[config.mk]
export PLATFORM = sky130hd
export DESIGN_NAME = mem_miss_sequencer_flat
export DESIGN_NICKNAME = d
export VERILOG_FILES = /design/src/rtl/mem_miss_sequencer_pkg.sv /design/src/rtl/mem_miss_sequencer_if.sv /design/src/rtl/mem_miss_sequencer_latency_down_counter.sv /design/src/rtl/mem_miss_sequencer.sv /design/src/flat_wrapper.sv
export SDC_FILE = /design/constraint.sdc
export NUM_CORES = 1
export LEC_CHECK = 0
export ABC_AREA = 1
export CAP_MARGIN = 20
export CORE_ASPECT_RATIO = 0.6
export CORE_MARGIN = 1
export CORE_UTILIZATION = 32
export DETAILED_ROUTE_END_ITERATION = 7
export PLACE_DENSITY = 0.8
export SETUP_SLACK_MARGIN = 0.2
export SLEW_MARGIN = 20
export SYNTH_ARGS = -nofsm -noshare
export SYNTH_HDL_FRONTEND = slang
export SYNTH_SLANG_ARGS = --single-unit
export TNS_END_PERCENT = 100
[constraint.sdc]
create_clock -name clk -period 1.55 [get_ports clk]
set_input_delay 0.2325 -clock clk [delete_from_list [all_inputs] [get_ports clk]]
set_output_delay 0.2325 -clock clk [all_outputs]
set_load 0.005 [all_outputs]
[src/rtl/mem_miss_sequencer_pkg.sv]
// mem_seq_pkg: shared FSM state type, MEM opcodes and default memory latency
package mem_seq_pkg;
  typedef enum logic [1:0] {IDLE, WB, FILL, REFILL} mem_seq_state_t;
  localparam logic [5:0] LW = 6'h23;
  localparam logic [5:0] SW = 6'h2b;
  localparam logic [5:0] LB = 6'h20;
  localparam logic [5:0] SB = 6'h28;
  localparam int MEM_LATENCY_DEF = 4;
endpackage

[src/rtl/mem_miss_sequencer_if.sv]
// mem_miss_sequencer_if: MEM-stage request, cache control and perf-counter bundle
interface mem_miss_sequencer_if;
  logic        mem_req;
  logic        mem_write;
  logic        hit;
  logic        victim_dirty;
  logic        stall;
  logic        mem_block_we;
  logic        mem_addr_sel;
  logic        cache_fill_we;
  logic        cache_word_we;
  logic        cache_set_dirty;
  logic        cache_clr_dirty;
  logic [31:0] miss_count;
  logic [31:0] wb_count;
  modport master (
    output mem_req, mem_write, hit, victim_dirty,
    input  stall, mem_block_we, mem_addr_sel, cache_fill_we, cache_word_we,
           cache_set_dirty, cache_clr_dirty, miss_count, wb_count
  );
  modport slave (
    input  mem_req, mem_write, hit, victim_dirty,
    output stall, mem_block_we, mem_addr_sel, cache_fill_we, cache_word_we,
           cache_set_dirty, cache_clr_dirty, miss_count, wb_count
  );
endinterface

[src/rtl/mem_miss_sequencer_latency_down_counter.sv]
// latency_down_counter: loadable down-counter with zero flag timing memory accesses
module latency_down_counter #(
  parameter int CNT_W = 3
) (
  input  logic             clk,
  input  logic             reset,
  input  logic             load,
  input  logic [CNT_W-1:0] load_val,
  input  logic             dec,
  output logic             zero
);
  logic [CNT_W-1:0] cnt_q, cnt_d;
  // load has priority over decrement
  always_comb begin
    cnt_d = load ? load_val : dec ? cnt_q - 1'b1 : cnt_q;
  end
  // count register, cleared on reset
  always_ff @(posedge clk) begin
    cnt_q <= reset ? '0 : cnt_d;
  end
  assign zero = cnt_q == '0;
endmodule

[src/rtl/mem_miss_sequencer.sv]
// mem_miss_sequencer: data-cache miss FSM (writeback, fill, refill); perf counters under MEM_SEQ_PERF_COUNTERS_EN
module mem_miss_sequencer
  import mem_seq_pkg::*;
#(
  parameter int MEM_LATENCY = MEM_LATENCY_DEF,
  parameter int CNT_W = $clog2(MEM_LATENCY + 1)
) (
  input logic clk,
  input logic reset,
  mem_miss_sequencer_if.slave bus
);
  mem_seq_state_t state_q, state_d;
  logic load, dec, zero;
  latency_down_counter #(.CNT_W(CNT_W)) u_cnt (
    .clk(clk),
    .reset(reset),
    .load(load),
    .load_val(CNT_W'(MEM_LATENCY - 1)),
    .dec(dec),
    .zero(zero)
  );
  // next state, counter control and cache/memory strobes
  always_comb begin
    state_d = state_q;
    load = 1'b0;
    dec = 1'b0;
    bus.stall = 1'b0;
    bus.mem_block_we = 1'b0;
    bus.mem_addr_sel = 1'b0;
    bus.cache_fill_we = 1'b0;
    bus.cache_word_we = 1'b0;
    bus.cache_set_dirty = 1'b0;
    bus.cache_clr_dirty = 1'b0;
    case (state_q)
      IDLE: if (bus.mem_req) begin
        bus.cache_word_we = bus.hit && bus.mem_write;
        bus.cache_set_dirty = bus.hit && bus.mem_write;
        bus.stall = !bus.hit;
        load = !bus.hit;
        state_d = bus.hit ? IDLE : bus.victim_dirty ? WB : FILL;
      end
      WB: begin
        bus.stall = 1'b1;
        bus.mem_block_we = 1'b1;
        bus.mem_addr_sel = 1'b1;
        load = zero;
        dec = !zero;
        state_d = zero ? FILL : WB;
      end
      FILL: begin
        bus.stall = 1'b1;
        dec = !zero;
        state_d = zero ? REFILL : FILL;
      end
      default: begin
        bus.stall = 1'b1;
        bus.cache_fill_we = 1'b1;
        bus.cache_clr_dirty = 1'b1;
        state_d = IDLE;
      end
    endcase
  end
  // state register
  always_ff @(posedge clk) begin
    state_q <= reset ? IDLE : state_d;
  end
`ifdef MEM_SEQ_PERF_COUNTERS_EN
  logic [31:0] miss_cnt_q, miss_cnt_d, wb_cnt_q, wb_cnt_d;
  logic miss_start;
  // count miss and writeback entries out of IDLE
  always_comb begin
    miss_start = state_q == IDLE && bus.mem_req && !bus.hit;
    miss_cnt_d = miss_cnt_q + 32'(miss_start);
    wb_cnt_d = wb_cnt_q + 32'(miss_start && bus.victim_dirty);
  end
  // perf counter registers
  always_ff @(posedge clk) begin
    miss_cnt_q <= reset ? '0 : miss_cnt_d;
    wb_cnt_q <= reset ? '0 : wb_cnt_d;
  end
  assign bus.miss_count = miss_cnt_q;
  assign bus.wb_count = wb_cnt_q;
`else
  assign bus.miss_count = '0;
  assign bus.wb_count = '0;
`endif
endmodule

[src/flat_wrapper.sv]
// flat-port wrapper written by rule: the top's interface ports become plain ports
module mem_miss_sequencer_flat import mem_seq_pkg::*;
#(
  parameter int MEM_LATENCY = MEM_LATENCY_DEF,
  parameter int CNT_W = $clog2(MEM_LATENCY + 1)
)
  (clk, reset, bus_mem_req, bus_mem_write, bus_hit, bus_victim_dirty, bus_stall, bus_mem_block_we, bus_mem_addr_sel, bus_cache_fill_we, bus_cache_word_we, bus_cache_set_dirty, bus_cache_clr_dirty, bus_miss_count, bus_wb_count);
  mem_miss_sequencer_if bus_i ();
  input logic clk;
  input logic reset;
  input wire logic [$bits(bus_i.mem_req)-1:0] bus_mem_req;
  input wire logic [$bits(bus_i.mem_write)-1:0] bus_mem_write;
  input wire logic [$bits(bus_i.hit)-1:0] bus_hit;
  input wire logic [$bits(bus_i.victim_dirty)-1:0] bus_victim_dirty;
  output wire logic [$bits(bus_i.stall)-1:0] bus_stall;
  output wire logic [$bits(bus_i.mem_block_we)-1:0] bus_mem_block_we;
  output wire logic [$bits(bus_i.mem_addr_sel)-1:0] bus_mem_addr_sel;
  output wire logic [$bits(bus_i.cache_fill_we)-1:0] bus_cache_fill_we;
  output wire logic [$bits(bus_i.cache_word_we)-1:0] bus_cache_word_we;
  output wire logic [$bits(bus_i.cache_set_dirty)-1:0] bus_cache_set_dirty;
  output wire logic [$bits(bus_i.cache_clr_dirty)-1:0] bus_cache_clr_dirty;
  output wire logic [$bits(bus_i.miss_count)-1:0] bus_miss_count;
  output wire logic [$bits(bus_i.wb_count)-1:0] bus_wb_count;
  assign bus_i.mem_req = bus_mem_req;
  assign bus_i.mem_write = bus_mem_write;
  assign bus_i.hit = bus_hit;
  assign bus_i.victim_dirty = bus_victim_dirty;
  assign bus_stall = bus_i.stall;
  assign bus_mem_block_we = bus_i.mem_block_we;
  assign bus_mem_addr_sel = bus_i.mem_addr_sel;
  assign bus_cache_fill_we = bus_i.cache_fill_we;
  assign bus_cache_word_we = bus_i.cache_word_we;
  assign bus_cache_set_dirty = bus_i.cache_set_dirty;
  assign bus_cache_clr_dirty = bus_i.cache_clr_dirty;
  assign bus_miss_count = bus_i.miss_count;
  assign bus_wb_count = bus_i.wb_count;
  mem_miss_sequencer #(.MEM_LATENCY(MEM_LATENCY), .CNT_W(CNT_W)) u_core (.clk(clk), .reset(reset), .bus(bus_i));
endmodule
==> results.sh <==
export IMPL_die_area_um2=3070
export IMPL_setup_viol=0
export IMPL_numPortBuffers=12
export IMPL_worstHoldStart="u_core.u_cnt.cnt_q[0]"
export IMPL_cts_sinks=5
export IMPL_drcViolationCount=8
export IMPL_cts_hold_buf=0
export IMPL_routedLengthMet1_um=603
export IMPL_syn_avg_cell_area_um2=7.18
export IMPL_drv_slew=0
export IMPL_met2_length_um=772
export IMPL_cts_buffers_inserted=3
export IMPL_grt_overflow=0
export IMPL_pin_count=77
export IMPL_route_met3_wl_um=90
export IMPL_syn_to_final_growth_pct=8.92
export IMPL_avgViaCountPerCell=3.52
export IMPL_reg2reg_to="u_core.u_cnt.cnt_q[2]"
export IMPL_crit_chain="inv_4 > ha_4 > inv_2 > nor2_4 > clkdlybuf4s15_2"
export IMPL_crit_slowest_cell="dfxtp_4"
export IMPL_outcome="finished with violations"
export IMPL_worstSetupPathType="flop to output port"
export IMPL_synth_area_um2=912
export IMPL_cts_max_level=1
export IMPL_track_usage_pct=9.45
export IMPL_nets=163
export IMPL_post_synth_inst_count=127
export IMPL_finalCritPeriodShare_pct=89.8
export IMPL_grt_pass1_wl_mm=2.10
export IMPL_die_y_um=43.4
export IMPL_ys_types=18
export IMPL_hpwl_mm=1.11
export IMPL_initial_core_util_pct=34.9
export IMPL_fin_ws_ps=158
export IMPL_synth_area_top_cells="buf_4 55%, dfxtp_1 11%, ha_1 9.6%, nand2_1 4.9%, nand3_1 3.8%"
export IMPL_wl_per_cell_um=8.42
export IMPL_drive_above_1_share_pct=26.2
export IMPL_clkTransAtPathRegs_ps=40
export IMPL_clockBufferDepth=2
export IMPL_critical_path_startpoint_type="flop"
export IMPL_routed_wirelength_mm=1.52
export IMPL_crit_required_ps=1320
export IMPL_dr_max_layer_used="met4"
export IMPL_rsz0062_at_grt="yes"
export IMPL_grt_antenna_before_repair=0
export IMPL_dpl_worst_slack_ps=-228
export IMPL_first_global_vias=489
export IMPL_ant_nets=0
export IMPL_worstSkewPairLatency_ps=220
export IMPL_clock_skew_ps=1.04
export IMPL_r2r_setup_slack_ps=230
export IMPL_synth_top_area_share_pct=55.1
export IMPL_yosysWarnings=0
export IMPL_via_count=638
export IMPL_core_um2=2610
export IMPL_min_path_type="flop to flop"
export IMPL_gp_congestion=0.845
export IMPL_powerDensity_nw_per_um2=875
export IMPL_leakage_nw=0.558
export IMPL_die_w_um=70.9
export IMPL_worstPathArrival_ps=1160
export IMPL_yosysSeqAreaShare_pct=11.0
export IMPL_failed_checks="DRC"
export IMPL_rows=14
export IMPL_hold_viol_final=0
export IMPL_num_antenna_cells=0
export IMPL_grt_max_degree=6
export IMPL_tns_ps=0
export IMPL_synth_seq_cells=5
export IMPL_r2r_cells=9
export IMPL_root_buffer="clkbuf_8"
export IMPL_maxCapViolCount=0
export IMPL_finalCriticalPeriod_ps=1390
export IMPL_worstPathMaxFanout=3
export IMPL_r2r_start="u_core.state_q[0]"
export IMPL_irDropWorstVdd_mv=0.529
export IMPL_cts_tree="built"
export IMPL_drt_initial_drc_count=22
export IMPL_drtPass1Iterations=7
export IMPL_yosysTopAreaCell="buf_4"
export IMPL_min_path_cells=3
export IMPL_worst_setup_path_end_kind="output port"
export IMPL_holdPathEnd="u_core.u_cnt.cnt_q[0]"
export IMPL_timing_critical_path_slowest_cell_delay_ps=360
export IMPL_max_freq_mhz=718
-- cell type report --
| class | instances | area (µm²) |
|---|---|---|
| inverters | 11 | 43.8 |
| multi-input cells | 107 | 572 |
| clock buffers | 4 | 45.0 |
| flip-flops and latches | 5 | 105 |
| repair buffers | 22 | 188 |
| fillers | 279 | 1620 |
| well taps | 32 | 40.0 |
-- flip-flops by register name, summed over array words and instances (netlist names) --
register,cells
u_core.state_q,2
u_core.u_cnt.cnt_q,3
-- layout by cell type, fill, tap and decap left out, types with 2 or more instances in the layout --
cell type        netlist  layout
dfxtp_1                5       3
nand2_4                1       2
nand2_1               12      11
inv_1                  7       5
a21oi_1                4       4
dlygate4sd2_1          0       2
clkbuf_2               0       2
ha_1                   7       4
clkbuf_8               0       3
clkdlybuf4s15_2        0       3
conb_1                 1      64
nor2_1                 5       3
clkdlybuf4s50_1        0       3
nor2_2                 1       2
inv_2                  4       5
ha_4                   0       3
nand3_2                1       2
o21ai_1                1       2
nand3_1                7       6
buf_4                 67       9
-- synth_stat cells --
cell type,number
buf_4,67
nand2_1,12
ha_1,7
inv_1,7
nand3_1,7
dfxtp_1,5
nor2_1,5
a21oi_1,4
inv_2,4
conb_1,1
nand2_2,1
nand2_4,1
nand3_2,1
nor2_2,1
nor3_1,1
o21ai_0,1
o21ai_1,1
o21ai_2,1
-- timing repair --
item	4_1_cts	5_1_grt
buffers inserted	2	1
pin swaps	2	5
resized for setup	28	15
endpoints found under the setup margin	7	10
-- metal layers --
layer | up-vias | GRT usage (%)
met4 | 0 | 6.40
met3 | 6 | 2.79
met2 | 33 | 15.6
met5 | - | 0
met1 | 295 | 10.9
li1 | 304 | -
-- worst max path at each step --
stage / from / cells past startpoint / endpoint
detailed placement: bus_hit / 4 / bus_cache_set_dirty
global placement: bus_hit / 4 / bus_cache_set_dirty
global route: u_core.state_q[0] / 5 / bus_cache_word_we
finish: u_core.state_q[0] / 5 / bus_cache_word_we
CTS: u_core.state_q[0] / 5 / bus_cache_set_dirty
floorplan: u_core.state_q[0] / 5 / bus_cache_word_we
-- worst max-delay path, delay by kind of cell (launching register included) --
family / cells / cell delay, ps
flops: 1 / 360
buf+inv: 3 / 330
fa+ha+maj: 1 / 140
simple gates: 1 / 110
-- kinds of logic (layout without fill, tap and decap cells) --
family	count (synthesis)	in the layout	synth area share, %
other	1	64	0.411
AOI/OAI and AO/OA	7	7	4.25
and+or+nand+nor	29	29	15.1
DFF	5	5	11.0
buffers and inverters	78	37	59.7
adders and majority gates	7	7	9.60
-- per-stage QoR --
| step | total power [mW] | hold slack [ps] | cell area (µm²) | cells | utilization (%) |
|---|---|---|---|---|---|
| after global placement | 0.528 | 557 | 858 | 174 | 32.9 |
| after floorplan | 0.530 | 302 | 1150 | 190 | - |
| after CTS | 0.810 | 553 | 948 | 180 | 36.3 |
| final | 0.869 | 556 | 993 | 181 | 38.1 |
| after detailed placement | 0.539 | 556 | 858 | 174 | 32.9 |
| after global routing | 0.942 | 609 | 993 | 181 | 38.1 |
-- power by group --
group          internal, mW  switching (mW)
clock                 0.177          0.0672
sequential            0.156          0.0154
combinational         0.193           0.260
total                 0.526           0.343
Note: power is estimated with default switching activity, not from simulation.
